[src/rtl/rfile_pkg.sv]
// Shared constants and types for the register-file writeback arbiter.
package rfile_pkg;

  localparam int ADDR_W   = 6;
  localparam int DATA_W   = 32;
  localparam int NUM_REGS = 64;  // must equal 2**ADDR_W

  typedef logic [ADDR_W-1:0]   reg_addr_t;
  typedef logic [DATA_W-1:0]   reg_data_t;
  typedef logic [NUM_REGS-1:0] reg_vec_t;

  function automatic reg_vec_t reg_onehot(input reg_addr_t addr);
    reg_vec_t v;
    v       = '0;
    v[addr] = 1'b1;
    return v;
  endfunction

endpackage

[src/rtl/rfile_wb_arbiter_if.sv]
// Writeback requesters, issue/decode hazard inputs and register-file write port.
interface rfile_wb_if;
  import rfile_pkg::*;

  logic      Req0Valid;
  logic      Req0Ready;
  reg_addr_t Req0RD;
  reg_data_t Req0Data;
  logic      Req1Valid;
  logic      Req1Ready;
  reg_addr_t Req1RD;
  reg_data_t Req1Data;
  logic      IssueValid;
  reg_addr_t IssueRD;
  reg_addr_t RS;
  reg_addr_t RT;
  logic      Stall;
  logic      RegWrite;
  reg_addr_t RD;
  reg_data_t DataIN;
  logic      FwdRS;
  logic      FwdRT;

  modport master (
    output Req0Valid, Req0RD, Req0Data, Req1Valid, Req1RD, Req1Data,
           IssueValid, IssueRD, RS, RT,
    input  Req0Ready, Req1Ready, Stall, RegWrite, RD, DataIN, FwdRS, FwdRT
  );

  modport slave (
    input  Req0Valid, Req0RD, Req0Data, Req1Valid, Req1RD, Req1Data,
           IssueValid, IssueRD, RS, RT,
    output Req0Ready, Req1Ready, Stall, RegWrite, RD, DataIN, FwdRS, FwdRT
  );

endinterface

[src/rtl/rfile_wb_arbiter_rr_arb2.sv]
// Two-way round-robin arbiter; the priority pointer flips to the other side after any grant.
module rr_arb2 (
  input  logic Clock,
  input  logic Reset_n,
  input  logic valid0,
  input  logic valid1,
  output logic grant0,
  output logic grant1
);

  logic prio1;  // 1: requester 1 wins a tie

  assign grant0 = valid0 & (~valid1 | ~prio1);
  assign grant1 = valid1 & (~valid0 |  prio1);

  // NOTE: non-blocking assignment so every flop samples pre-edge values regardless of block order.
  always_ff @(posedge Clock or negedge Reset_n) begin
    if (!Reset_n) begin
      prio1 <= 1'b0;
    end else if (grant0) begin
      prio1 <= 1'b1;
    end else if (grant1) begin
      prio1 <= 1'b0;
    end
  end

endmodule

[src/rtl/rfile_wb_arbiter.sv]
// Register-file write-port controller: round-robin writeback arbitration, registered
// write port and pending-write scoreboard with RAW/WAW stall. RFILE_WB_FWD_EN enables forwarding.
module rfile_wb_arbiter
  import rfile_pkg::*;
(
  input  logic Clock,
  input  logic Reset_n,
  rfile_wb_if.slave bus
);

  logic      grant0, grant1;
  logic      reg_write;
  reg_addr_t wr_addr;
  reg_data_t wr_data;
  reg_vec_t  pending;
  reg_vec_t  set_vec, clr_vec;
  logic      stall, fwd_rs, fwd_rt, rs_pend, rt_pend;

  rr_arb2 u_arb (
    .Clock  (Clock),
    .Reset_n(Reset_n),
    .valid0 (bus.Req0Valid),
    .valid1 (bus.Req1Valid),
    .grant0 (grant0),
    .grant1 (grant1)
  );

  assign bus.Req0Ready = grant0;
  assign bus.Req1Ready = grant1;

  // Output stage: address/data hold when nothing is granted.
  always_ff @(posedge Clock or negedge Reset_n) begin
    if (!Reset_n) begin
      reg_write <= 1'b0;
      wr_addr   <= '0;
      wr_data   <= '0;
    end else begin
      reg_write <= grant0 | grant1;
      if (grant0) begin
        wr_addr <= bus.Req0RD;
        wr_data <= bus.Req0Data;
      end else if (grant1) begin
        wr_addr <= bus.Req1RD;
        wr_data <= bus.Req1Data;
      end
    end
  end

  assign bus.RegWrite = reg_write;
  assign bus.RD       = wr_addr;
  assign bus.DataIN   = wr_data;

  // NOTE: every variable gets a default first so no path leaves it unassigned (no latch).
  always_comb begin
    set_vec = '0;
    clr_vec = '0;
    if (bus.IssueValid && !stall) set_vec = reg_onehot(bus.IssueRD);
    if (reg_write)                clr_vec = reg_onehot(wr_addr);
  end

  // NOTE: the scoreboard is a plain flop vector and must be reset; stale pending bits would deadlock decode.
  always_ff @(posedge Clock or negedge Reset_n) begin
    if (!Reset_n) begin
      pending <= '0;
    end else begin
      pending <= (pending & ~clr_vec) | set_vec;  // set wins over clear
    end
  end

`ifdef RFILE_WB_FWD_EN
  assign fwd_rs  = reg_write && (wr_addr == bus.RS);
  assign fwd_rt  = reg_write && (wr_addr == bus.RT);
  // A source being committed this cycle is served by the forward path instead of stalling.
  assign rs_pend = pending[bus.RS] & ~fwd_rs;
  assign rt_pend = pending[bus.RT] & ~fwd_rt;
`else
  assign fwd_rs  = 1'b0;
  assign fwd_rt  = 1'b0;
  assign rs_pend = pending[bus.RS];
  assign rt_pend = pending[bus.RT];
`endif

  assign stall     = rs_pend | rt_pend | pending[bus.IssueRD];
  assign bus.Stall = stall;
  assign bus.FwdRS = fwd_rs;
  assign bus.FwdRT = fwd_rt;

endmodule

[src/flat_wrapper.sv]
// flat-port wrapper written by rule: the top's interface ports become plain ports
module rfile_wb_arbiter_flat import rfile_pkg::*;
  (Clock, Reset_n, bus_Req0Valid, bus_Req0RD, bus_Req0Data, bus_Req1Valid, bus_Req1RD, bus_Req1Data, bus_IssueValid, bus_IssueRD, bus_RS, bus_RT, bus_Req0Ready, bus_Req1Ready, bus_Stall, bus_RegWrite, bus_RD, bus_DataIN, bus_FwdRS, bus_FwdRT);
  rfile_wb_if bus_i ();
  input  logic Clock;
  input  logic Reset_n;
  input wire logic [$bits(bus_i.Req0Valid)-1:0] bus_Req0Valid;
  input wire logic [$bits(bus_i.Req0RD)-1:0] bus_Req0RD;
  input wire logic [$bits(bus_i.Req0Data)-1:0] bus_Req0Data;
  input wire logic [$bits(bus_i.Req1Valid)-1:0] bus_Req1Valid;
  input wire logic [$bits(bus_i.Req1RD)-1:0] bus_Req1RD;
  input wire logic [$bits(bus_i.Req1Data)-1:0] bus_Req1Data;
  input wire logic [$bits(bus_i.IssueValid)-1:0] bus_IssueValid;
  input wire logic [$bits(bus_i.IssueRD)-1:0] bus_IssueRD;
  input wire logic [$bits(bus_i.RS)-1:0] bus_RS;
  input wire logic [$bits(bus_i.RT)-1:0] bus_RT;
  output wire logic [$bits(bus_i.Req0Ready)-1:0] bus_Req0Ready;
  output wire logic [$bits(bus_i.Req1Ready)-1:0] bus_Req1Ready;
  output wire logic [$bits(bus_i.Stall)-1:0] bus_Stall;
  output wire logic [$bits(bus_i.RegWrite)-1:0] bus_RegWrite;
  output wire logic [$bits(bus_i.RD)-1:0] bus_RD;
  output wire logic [$bits(bus_i.DataIN)-1:0] bus_DataIN;
  output wire logic [$bits(bus_i.FwdRS)-1:0] bus_FwdRS;
  output wire logic [$bits(bus_i.FwdRT)-1:0] bus_FwdRT;
  assign bus_i.Req0Valid = bus_Req0Valid;
  assign bus_i.Req0RD = bus_Req0RD;
  assign bus_i.Req0Data = bus_Req0Data;
  assign bus_i.Req1Valid = bus_Req1Valid;
  assign bus_i.Req1RD = bus_Req1RD;
  assign bus_i.Req1Data = bus_Req1Data;
  assign bus_i.IssueValid = bus_IssueValid;
  assign bus_i.IssueRD = bus_IssueRD;
  assign bus_i.RS = bus_RS;
  assign bus_i.RT = bus_RT;
  assign bus_Req0Ready = bus_i.Req0Ready;
  assign bus_Req1Ready = bus_i.Req1Ready;
  assign bus_Stall = bus_i.Stall;
  assign bus_RegWrite = bus_i.RegWrite;
  assign bus_RD = bus_i.RD;
  assign bus_DataIN = bus_i.DataIN;
  assign bus_FwdRS = bus_i.FwdRS;
  assign bus_FwdRT = bus_i.FwdRT;
  rfile_wb_arbiter u_core (.Clock(Clock), .Reset_n(Reset_n), .bus(bus_i));
endmodule
[config.mk]
export PLATFORM = sky130hd
export DESIGN_NAME = rfile_wb_arbiter_flat
export DESIGN_NICKNAME = d
export VERILOG_FILES = /design/src/rtl/rfile_pkg.sv /design/src/rtl/rfile_wb_arbiter_if.sv /design/src/rtl/rfile_wb_arbiter_rr_arb2.sv /design/src/rtl/rfile_wb_arbiter.sv /design/src/flat_wrapper.sv
export SDC_FILE = /design/constraint.sdc
export NUM_CORES = 1
export LEC_CHECK = 0
export CAP_MARGIN = 20
export CORE_MARGIN = 2
export CORE_UTILIZATION = 47
export CTS_CLUSTER_DIAMETER = 60
export DETAILED_ROUTE_END_ITERATION = 8
export PLACE_DENSITY_LB_ADDON = 0.05
export SYNTH_ARGS = -nofsm -noshare
export SYNTH_HDL_FRONTEND = slang
export SYNTH_SLANG_ARGS = --single-unit
export TNS_END_PERCENT = 10
[constraint.sdc]
create_clock -name Clock -period 2.8 [get_ports Clock]
set_input_delay 0.42 -clock Clock [delete_from_list [all_inputs] [get_ports Clock]]
set_output_delay 0.42 -clock Clock [all_outputs]
set_load 0.02 [all_outputs]
### Word level (Yosys, flattened, before mapping)

Cells that the tools add are included.

* output and inout port bits: 44
* logic and storage cells: 47
* memories: 0
* ROM bits: 0
* bits in latches: 0
* input bits: 99
* register bits: 104
* bits in writable memories: 0

* div/mod/pow operators: 0
* $lt $le $gt $ge: 6
* equal/unequal tests: 0
* multiplexer cells: 18
* $mul: 0
* reduce and logical (&&, ||, !) cells: 5
* add/subtract/negate cells: 0
* shift-type cells: 0
* bitwise gates (word level): 13

Operator list (number)
* 64-bit 2-to-1 mux: 2
* 64-bit bitwise AND: 1
* 32-bit 2-to-1 mux: 2
* 64-bit NOT: 1
* 64-bit OR: 1
* 6-bit by 7-bit < comparator with 1-bit output, second input constant: 4
* 1-bit binary-select mux with 6-bit select: 3
* 1-bit demux with 6-bit select: 2
* 6-bit by 1-bit greater-or-equal comparator with 1-bit output, second input constant: 2
* 6-bit 2-to-1 mux: 2
* 1-bit 2-to-1 mux: 7
* 1-bit OR: 5
* 1-bit logical AND: 3
* 1-bit NOT: 3
* 1-bit bitwise AND: 2
* 2-bit nonzero test: 1
* 1-bit logical NOT: 1

### Depth between registers and ports, before layout

Gate-level depths: netlist of the first run.

* depth after elaboration: 8
* gate-level depth with buffers: 11
* depth with buffers taken out: 6

### Hierarchy

Synthesis of the first run repeated with hierarchy kept, for this count alone.

* cells, all modules: 609
* area, all modules: 6503.7 um^2

Modules (own cells, without submodules)
* rfile_wb_arbiter: area an instance 6449.9 um^2, cells an instance 603, sequential area each 2577.5 um^2, instances 1
* rr_arb2: area an instance 53.8 um^2, cells an instance 6, sequential area each 25.0 um^2, instances 1

### Worst setup path before layout of the first run

No wires, ideal clock.

* path kind: input-to-output
* start point: in bus_RS[0]
* end point: out bus_Stall
* cell stages on the path: 8
* data required time: 2.380 ns
* arrival: 2.584 ns
* slack: -0.204 ns
* buffers on the path: 2
* path through: buf_4 mux4_2 mux2_2 a221o_1 a32oi_2 nand2_1 buf_6 or3_1

* longest elaborated chain between the ends: 4

Ends and longest elaborated chain
* start: declaration: line flat_wrapper.sv:15 `input wire logic [$bits(bus_i.RS)-1:0] bus_RS;`
* 1-bit binary-select mux with 6-bit select: line rfile_wb_arbiter.sv:79 `assign rs_pend = pending[bus.RS];`
* 1-bit 2-to-1 mux (not written as such): line rfile_wb_arbiter.sv:79
* 1-bit OR (2 in a row): line rfile_wb_arbiter.sv:83 `assign stall = rs_pend | rt_pend | pending[bus.IssueRD];`
* end: declaration: line flat_wrapper.sv:19 `output wire logic [$bits(bus_i.Stall)-1:0] bus_Stall;`

No other way between the ends. The select of a mux whose other input is x is not followed.

### Worst setup path after layout of the first run

* start point: reg u_core.pending[11]
* end point: out bus_Stall

* longest elaborated chain between the ends: 4
* elaborated cells on any way between the ends: 8
* those cells by class: mux: 6; bitwise: 2

Ends and longest elaborated chain
* start: declaration: line rfile_wb_arbiter.sv:15 `reg_vec_t pending;`
* start signal: assignment: line rfile_wb_arbiter.sv:66 `pending <= (pending & ~clr_vec) | set_vec;`
* 1-bit binary-select mux with 6-bit select, on equally long branches: line rfile_wb_arbiter.sv:79, rfile_wb_arbiter.sv:80
* 1-bit 2-to-1 mux, on equally long branches: line rfile_wb_arbiter.sv:79, rfile_wb_arbiter.sv:80
* 1-bit OR: line rfile_wb_arbiter.sv:83
* 1-bit OR (*): line rfile_wb_arbiter.sv:83

Mark *: on every way between the ends. The rest lies on a longest branch, timed or not. The select of a mux whose other input is x is not followed.

==> results of run 1 <==
path summary, 6_finish.rpt:
kind / from / endpoint / slack, ns
setup reg to reg: u_core.pending[11] / u_core.pending[12] / 0.08
max in group asynchronous: Reset_n / u_core.bus.DataIN[14] / 2.02
hold reg to reg: u_core.bus.DataIN[29] / u_core.bus.DataIN[29] / 0.52
min in group Clock: u_core.bus.DataIN[29] / u_core.bus.DataIN[29] / 0.52
hold / removal: Reset_n / u_core.pending[55] / 0.04
setup / recovery: u_core.pending[11] / bus_Stall / -0.29
cells by family (layout without fill, tap and decap cells):
kind of cell,after synthesis,count (layout),synth area share
AO/OA/AOI/OAI,219,219,0.244
buffers and inverters,78,289,0.0535
other,1,2,0.000579
multiplexers,69,69,0.170
AND/OR/NAND/NOR,174,174,0.130
flip-flops,104,104,0.402
metal layers:
metal	vias to the layer above	routed length, µm
met5	-	0
met2	414	11500
met4	0	1060
li1	2901	-
met1	3310	9470
met3	66	2400
area by class of cell:
type	instances	area [µm²]
clock buffer	9	225
fill	1061	4120
multi-input combinational	464	3660
sequential	104	2600
tap	176	220
clock inverter	7	77.6
timing repair buffer	258	2380
inverter	15	56.3
power by group:
group	switching [mW]	internal (mW)	total [mW]
Clock	0.652	0.632	1.28
Combinational	1.37	1.61	2.98
Sequential	0.577	2.01	2.58
sequential cells by signal, indices dropped and copies added, names as in the netlist:
register,count
u_core.bus.RegWrite,1
u_core.bus.DataIN,32
u_core.bus.RD,6
u_core.u_arb.prio1,1
u_core.pending,64
cell usage after synthesis (2+ instances only):
master,n
sky130_fd_sc_hd__clkbuf_1,34
sky130_fd_sc_hd__a221o_1,2
sky130_fd_sc_hd__mux2i_1,32
sky130_fd_sc_hd__nand3b_1,11
sky130_fd_sc_hd__a22o_1,4
sky130_fd_sc_hd__or2_2,7
sky130_fd_sc_hd__or3b_2,4
sky130_fd_sc_hd__nand4_1,5
sky130_fd_sc_hd__o22ai_1,40
sky130_fd_sc_hd__inv_1,15
sky130_fd_sc_hd__nor2b_1,10
sky130_fd_sc_hd__buf_2,16
sky130_fd_sc_hd__dfrtp_1,104
sky130_fd_sc_hd__nor2_1,83
sky130_fd_sc_hd__o21ai_0,73
sky130_fd_sc_hd__a21oi_1,14
sky130_fd_sc_hd__nand2_1,23
sky130_fd_sc_hd__and3b_1,2
sky130_fd_sc_hd__nand2b_1,5
sky130_fd_sc_hd__or3_1,3
sky130_fd_sc_hd__o41ai_1,47
sky130_fd_sc_hd__a221oi_1,2
sky130_fd_sc_hd__o41ai_2,14
sky130_fd_sc_hd__mux2_2,5
sky130_fd_sc_hd__nand3_1,15
sky130_fd_sc_hd__and3_1,2
sky130_fd_sc_hd__buf_6,3
sky130_fd_sc_hd__buf_4,3
sky130_fd_sc_hd__buf_1,7
sky130_fd_sc_hd__o211ai_1,2
sky130_fd_sc_hd__mux4_2,32
sky130_fd_sc_hd__a31oi_1,7
stage by stage:
| stage | utilization | TNS [ns] |
|---|---|---|
| after CTS | 0.685 | -0.295 |
| after detailed placement | 0.653 | -30.65 |
| final | 0.691 | -0.289 |
| after global routing | 0.691 | -0.401 |
| after floorplan | - | -0.0599 |
| after global placement | 0.653 | -27.07 |
timing repair:
action | CTS | global route
buffers inserted | 6 | 0
resized for setup | 24 | 12
cloned | 2 | 0
hold endpoints to repair | 0 | 0
pin swaps | 4 | 0
endpoints found under the setup margin | 65 | 36
worst reg2reg max path, cell delays in order (launching register included):
cell,delay (ns)
sky130_fd_sc_hd__dfrtp_1,0.39
sky130_fd_sc_hd__mux4_2,0.46
sky130_fd_sc_hd__mux2_4,0.29
sky130_fd_sc_hd__a221o_1,0.34
sky130_fd_sc_hd__a32oi_2,0.20
sky130_fd_sc_hd__buf_4,0.14
sky130_fd_sc_hd__buf_4,0.09
sky130_fd_sc_hd__nand4_2,0.09
sky130_fd_sc_hd__buf_12,0.20
sky130_fd_sc_hd__o41ai_1,0.39
==> results.json, run 1 <==
{
  "mostFrequentLayoutCell": "sky130_fd_sc_hd__clkdlybuf4s50_1",
  "dp.final_hpwl_um": 17600,
  "post_layout_nonfiller_instances": 1033,
  "postSynthAreaPerCell_um2": 10.0,
  "actual_slew_at_the_worst_max_slew_pin_ns": 0.649,
  "final_cell_area_excluding_filler_cells_mm2": 0.00923,
  "skew_ns": 0.0116,
  "dpl_cell_area_mm2": 0.00871,
  "synth.ff_latch_count": 104,
  "via_count": 6691,
  "grt_busiest_layer": "met2",
  "drtIter0Drc": 711,
  "finish.net_count": 951,
  "remaining_antenna_violation_count_after_routing": 0,
  "start_util": 0.485,
  "antenna_found_initial": 0,
  "post-place-cells": 1010,
  "static-leakage-power_nw": 3.66,
  "groute.layer.met3.usage": 0.0921,
  "ys_dominant_reg_cell": "sky130_fd_sc_hd__dfrtp_1",
  "floorplan.die.width_um": 121,
  "max_freq_ghz": 0.324,
  "area.growth.synth_to_final_pct": 42.5,
  "rr_worst_depth": 9,
  "power_density_mw_per_mm2": 743,
  "totalPowerFinal_mw": 6.85,
  "drv_slew": 0,
  "violations": "setup timing",
  "cts_tree": "yes",
  "cts_htree_levels": 3,
  "layout_common_cells": "sky130_fd_sc_hd__clkdlybuf4s50_1 (131), sky130_fd_sc_hd__buf_4 (107), sky130_fd_sc_hd__dfrtp_1 (104), sky130_fd_sc_hd__nor2_1 (83), sky130_fd_sc_hd__o21ai_0 (73)",
  "path_cells": "mux4_2 > mux2_4 > a221o_1 > a32oi_2 > nand2_1 > or3_4 > buf_6",
  "setup_crit_end_kind": "output pin",
  "synth_enable_flop_cells": 0,
  "synth-async-reset-ratio": 1.00,
  "fin_ws_ns": -0.289,
  "layout_worst_path_cycle_share": 1.10,
  "worst_hold_path_type": "in2async",
  "design.core.area_mm2": 0.0133,
  "setup_viol": 1,
  "maxCapViolCount": 0,
  "yosys-top-cells-area": "sky130_fd_sc_hd__dfrtp_1 (40%), sky130_fd_sc_hd__mux4_2 (11%), sky130_fd_sc_hd__o41ai_1 (6.4%), sky130_fd_sc_hd__o21ai_0 (5.6%), sky130_fd_sc_hd__mux2i_1 (4.9%)",
  "insertion_delay_ns": 0.37,
  "drt_drc_violations_left": 0,
  "wire_per_inst_um": 23.7,
  "critical-path-top-delay-family": "multiplexers",
  "io_buffers": 140,
  "cp_slowest_stage_delay_ns": 0.46,
  "timing.critical_path.slowest_stage_cell": "sky130_fd_sc_hd__mux4_2",
  "number_of_hold_buffers_added_after_cts": 0,
  "synth_cells": 645,
  "worstPathMaxFanout": 2,
  "crit_arrival_ns": 2.67,
  "floorplan.die.height_um": 121,
  "cts_sinks": 104,
  "grt_setup_unrepaired": "true",
  "synth.yosys.warnings": 0,
  "met2_usage": 0.537,
  "synth_seq_area_share": 0.402,
  "globalRouteOverflowTotal": 0,
  "placement_rows": 42,
  "cts_buffer_depth": 2,
  "wirelength_um": 24400,
  "detailedPlace.worstSlack_ns": -1.02,
  "die-area_mm2": 0.0147,
  "synth_top_cell_by_area": "sky130_fd_sc_hd__dfrtp_1",
  "startpoint_type": "flop",
  "grt_start_max_net_pins": 42,
  "clock-root-buffer": "sky130_fd_sc_hd__clkbuf_16",
  "yosysUniqueCellTypes": 51,
  "slew_headroom": 0.566,
  "run_status": "finished, violations left",
  "via_count_of_the_first_global_routing_pass": 6703,
  "layout_min_cycle_time_ns": 3.09,
  "via_density_per_instance": 6.48,
  "number_of_buffers_added_by_the_clock_tree_synthesis_step": 9,
  "vdd.ir_drop.worst_mv": 0.377,
  "place_congestion": 1.03,
  "timing.final.hold_violations": 0,
  "detail_route.first_pass.iterations": 7,
  "ios": 143,
  "drive_gt1_frac": 0.254,
  "fin_worst_hold_slack_ns": 0.0372,
  "timing.critical_path.depth": 7,
  "fraction_of_synthesized_cell_area_taken_by_the_top_area_cell_type": 0.402,
  "post_synth_instance_area_mm2": 0.00647,
  "path_buf_inv": 1,
  "grtUsageTotal": 0.341,
  "clkSlewWorstSetupHoldPaths_ns": 0.08,
  "num_antenna_cells": 0,
  "grt_pass1_wl_um": 37800,
  "worstSetupPathType": "reg2out",
  "use_met1": 0.435,
  "critPathRequiredTime_ns": 2.38
}
Note: power is estimated with default switching activity, not from simulation.
==> run 2, diff against run 1 <==
--- a/config.mk
+++ b/config.mk
@@ -7,7 +7,8 @@
 export LEC_CHECK = 0
 export CAP_MARGIN = 20
 export CORE_MARGIN = 2
-export CORE_UTILIZATION = 47
+export CORE_UTILIZATION = 48
+export CTS_BUF_LIST = sky130_fd_sc_hd__clkbuf_2
 export CTS_CLUSTER_DIAMETER = 60
 export DETAILED_ROUTE_END_ITERATION = 8
 export PLACE_DENSITY_LB_ADDON = 0.05
==> run 2 against run 1 <==
  * The run still ends with setup timing left
  * Utilization shrank 1.0 points
  * Sequential share of layout area grew 0.75 points
  * Combinational power shrank 3%
  * Largest cell class unchanged
  * Largest power group unchanged
  * Critical path depth is the same
  * Non-clock buffer count shrank 9
  * Worst hold slack gained 0.29 ns
==> results.json, run 2 (same netlist as run 1, synthesis figures left out) <==
{
  "largest_register_ff_count": 64,
  "setup_crit_end_kind": "output pin",
  "layout_worst_path_cycle_share": 1.24,
  "mostFrequentLayoutCell": "sky130_fd_sc_hd__clkdlybuf4s50_1",
  "floorplan.die.height_um": 120,
  "registers.top_by_ff_count": "u_core.pending",
  "drv_slew": 0,
  "insertion_delay_ns": 0.64,
  "vdd.ir_drop.worst_mv": 0.390,
  "wirelength_um": 23300,
  "via_density_per_instance": 6.48,
  "post_layout_nonfiller_instances": 1027,
  "rrSetupSlack_ns": -0.08,
  "startpoint_type": "flop",
  "run_status": "finished, violations left",
  "clock-root-buffer": "sky130_fd_sc_hd__clkbuf_2",
  "register_area_mm2": 0.00260,
  "skew_ns": 0.0330,
  "worstSetupEndpoint": "bus_Stall",
  "power_density_mw_per_mm2": 693,
  "area.growth.synth_to_final_pct": 38.8,
  "ios": 143,
  "grt_start_max_net_pins": 60,
  "floorplan.die.width_um": 120,
  "power.share.clock": 0.122,
  "cts_sinks": 104,
  "drive_gt1_frac": 0.255,
  "worstPathMaxFanout": 2,
  "cts_htree_levels": 3,
  "actual_slew_at_the_worst_max_slew_pin_ns": 0.780,
  "finish.net_count": 942,
  "design.core.area_mm2": 0.0132,
  "start_util": 0.491,
  "fin_worst_hold_slack_ns": 0.328,
  "grt_pass1_wl_um": 36300,
  "post-place-cells": 1005,
  "timing.final.hold_violations": 0,
  "internal_power_mw": 3.78,
  "worst_hold_path_type": "in2reg",
  "number_of_buffers_added_by_the_clock_tree_synthesis_step": 9,
  "drtIter0Drc": 656,
  "via_count": 6652,
  "wire_per_inst_um": 22.6,
  "power_frac_seq": 0.415,
  "multi_input_comb_area_mm2": 0.00372,
  "max_freq_ghz": 0.289,
  "rr_worst_depth": 10,
  "place_congestion": 1.09,
  "setup_viol": 15,
  "cts_tree": "yes",
  "drt_drc_violations_left": 0,
  "die-area_mm2": 0.0144,
  "critPathRequiredTime_ns": 2.38,
  "grtUsageTotal": 0.328,
  "antenna_found_initial": 1,
  "switching_power_mw": 2.45,
  "slew_headroom": 0.480,
  "rr_startpoint": "u_core.pending[11]",
  "dp.final_hpwl_um": 17000,
  "fin_ws_ns": -0.662,
  "placement_rows": 42,
  "globalRouteOverflowTotal": 0,
  "grt_setup_unrepaired": "true",
  "worstReg2RegEnd": "u_core.pending[24]",
  "clkSlewWorstSetupHoldPaths_ns": 0.31,
  "worstSetupPathType": "reg2out",
  "remaining_antenna_violation_count_after_routing": 0,
  "detail_route.first_pass.iterations": 5,
  "violations": "setup timing",
  "cts_buffer_depth": 2,
  "fillCellCount": 1106,
  "io_buffers": 140,
  "layout_min_cycle_time_ns": 3.46,
  "layout_common_cells": "sky130_fd_sc_hd__clkdlybuf4s50_1 (137), sky130_fd_sc_hd__buf_4 (106), sky130_fd_sc_hd__dfrtp_1 (104), sky130_fd_sc_hd__nor2_1 (83), sky130_fd_sc_hd__o21ai_0 (73)",
  "via_count_of_the_first_global_routing_pass": 6637,
  "swShare": 0.394,
  "static-leakage-power_nw": 3.53,
  "crit_arrival_ns": 3.04,
  "maxCapViolCount": 0,
  "comb_power_share": 0.463,
  "critPathLaunch": "u_core.pending[11]"
}
## run 2: metrics by stage
step	power [mW]	setup slack, ns	setup TNS, ns	utilization	cell area, µm²
final	6.23	-0.662	-1.48	0.681	8990
after global routing	6.55	-0.779	-3.16	0.681	8980
after CTS	6.01	-0.687	-0.687	0.666	8780
after detailed placement	5.25	-1.09	-35.80	0.656	8650
after global placement	5.16	-1.10	-33.36	0.656	8650
after floorplan	4.03	-0.0599	-0.0599	-	6500
## run 2: metal layers
metal | wire length [µm] | track usage | vias up
met5 | 0 | 0 | -
li1 | - | - | 2895
met2 | 10900 | 0.512 | 402
met3 | 2090 | 0.0913 | 88
met1 | 9110 | 0.412 | 3267
met4 | 1150 | 0.183 | 0
## run 2: cell type report
type / count / share of cell area
sequential: 104 / 0.290
clock buffer: 10 / 0.00557
inverter: 15 / 0.00627
antenna: 3 / 0.000835
clock inverter: 6 / 0.00752
timing repair buffer: 249 / 0.251
multi-input combinational: 464 / 0.415
tap: 176 / 0.0245
## run 2: what timing repair did
item                                    CTS  global route
resized for setup                         5            26
endpoints found under the setup margin    1            12
setup buffers                             1             1
hold buffers                              1             0
endpoints found under the hold margin    57             0
pin swaps                                 1            17
## run 2: power by group through the flow
stage	Sequential, mW	Combinational, mW	Clock, mW
after global placement	2.54	2.62	0
after floorplan	2.42	1.61	0
after detailed placement	2.57	2.68	0
after global routing	2.62	3.11	0.826
after CTS	2.54	2.70	0.771
final	2.58	2.89	0.760
## run 2: worst min path at each step
stage / from / endpoint / slack (ns) / cells after the start
after floorplan: Reset_n / u_core.bus.DataIN[0] / 0.12 / 0
after global placement: u_core.bus.DataIN[5] / u_core.bus.DataIN[5] / 0.49 / 2
after detailed placement: u_core.bus.DataIN[22] / u_core.bus.DataIN[22] / 0.50 / 2
after CTS: bus_Req1Data[31] / u_core.bus.DataIN[31] / 0.29 / 3
after global routing: bus_Req1RD[4] / u_core.bus.RD[4] / 0.28 / 3
final: bus_Req1Data[31] / u_core.bus.DataIN[31] / 0.33 / 3
## run 2: critical path, stage by stage, from the launching register on
cell	delay [ns]
sky130_fd_sc_hd__dfrtp_1	0.49
sky130_fd_sc_hd__mux4_2	0.47
sky130_fd_sc_hd__mux2_2	0.27
sky130_fd_sc_hd__a221o_1	0.38
sky130_fd_sc_hd__a32oi_2	0.22
sky130_fd_sc_hd__nand2_1	0.09
sky130_fd_sc_hd__or3_4	0.35
sky130_fd_sc_hd__buf_6	0.14
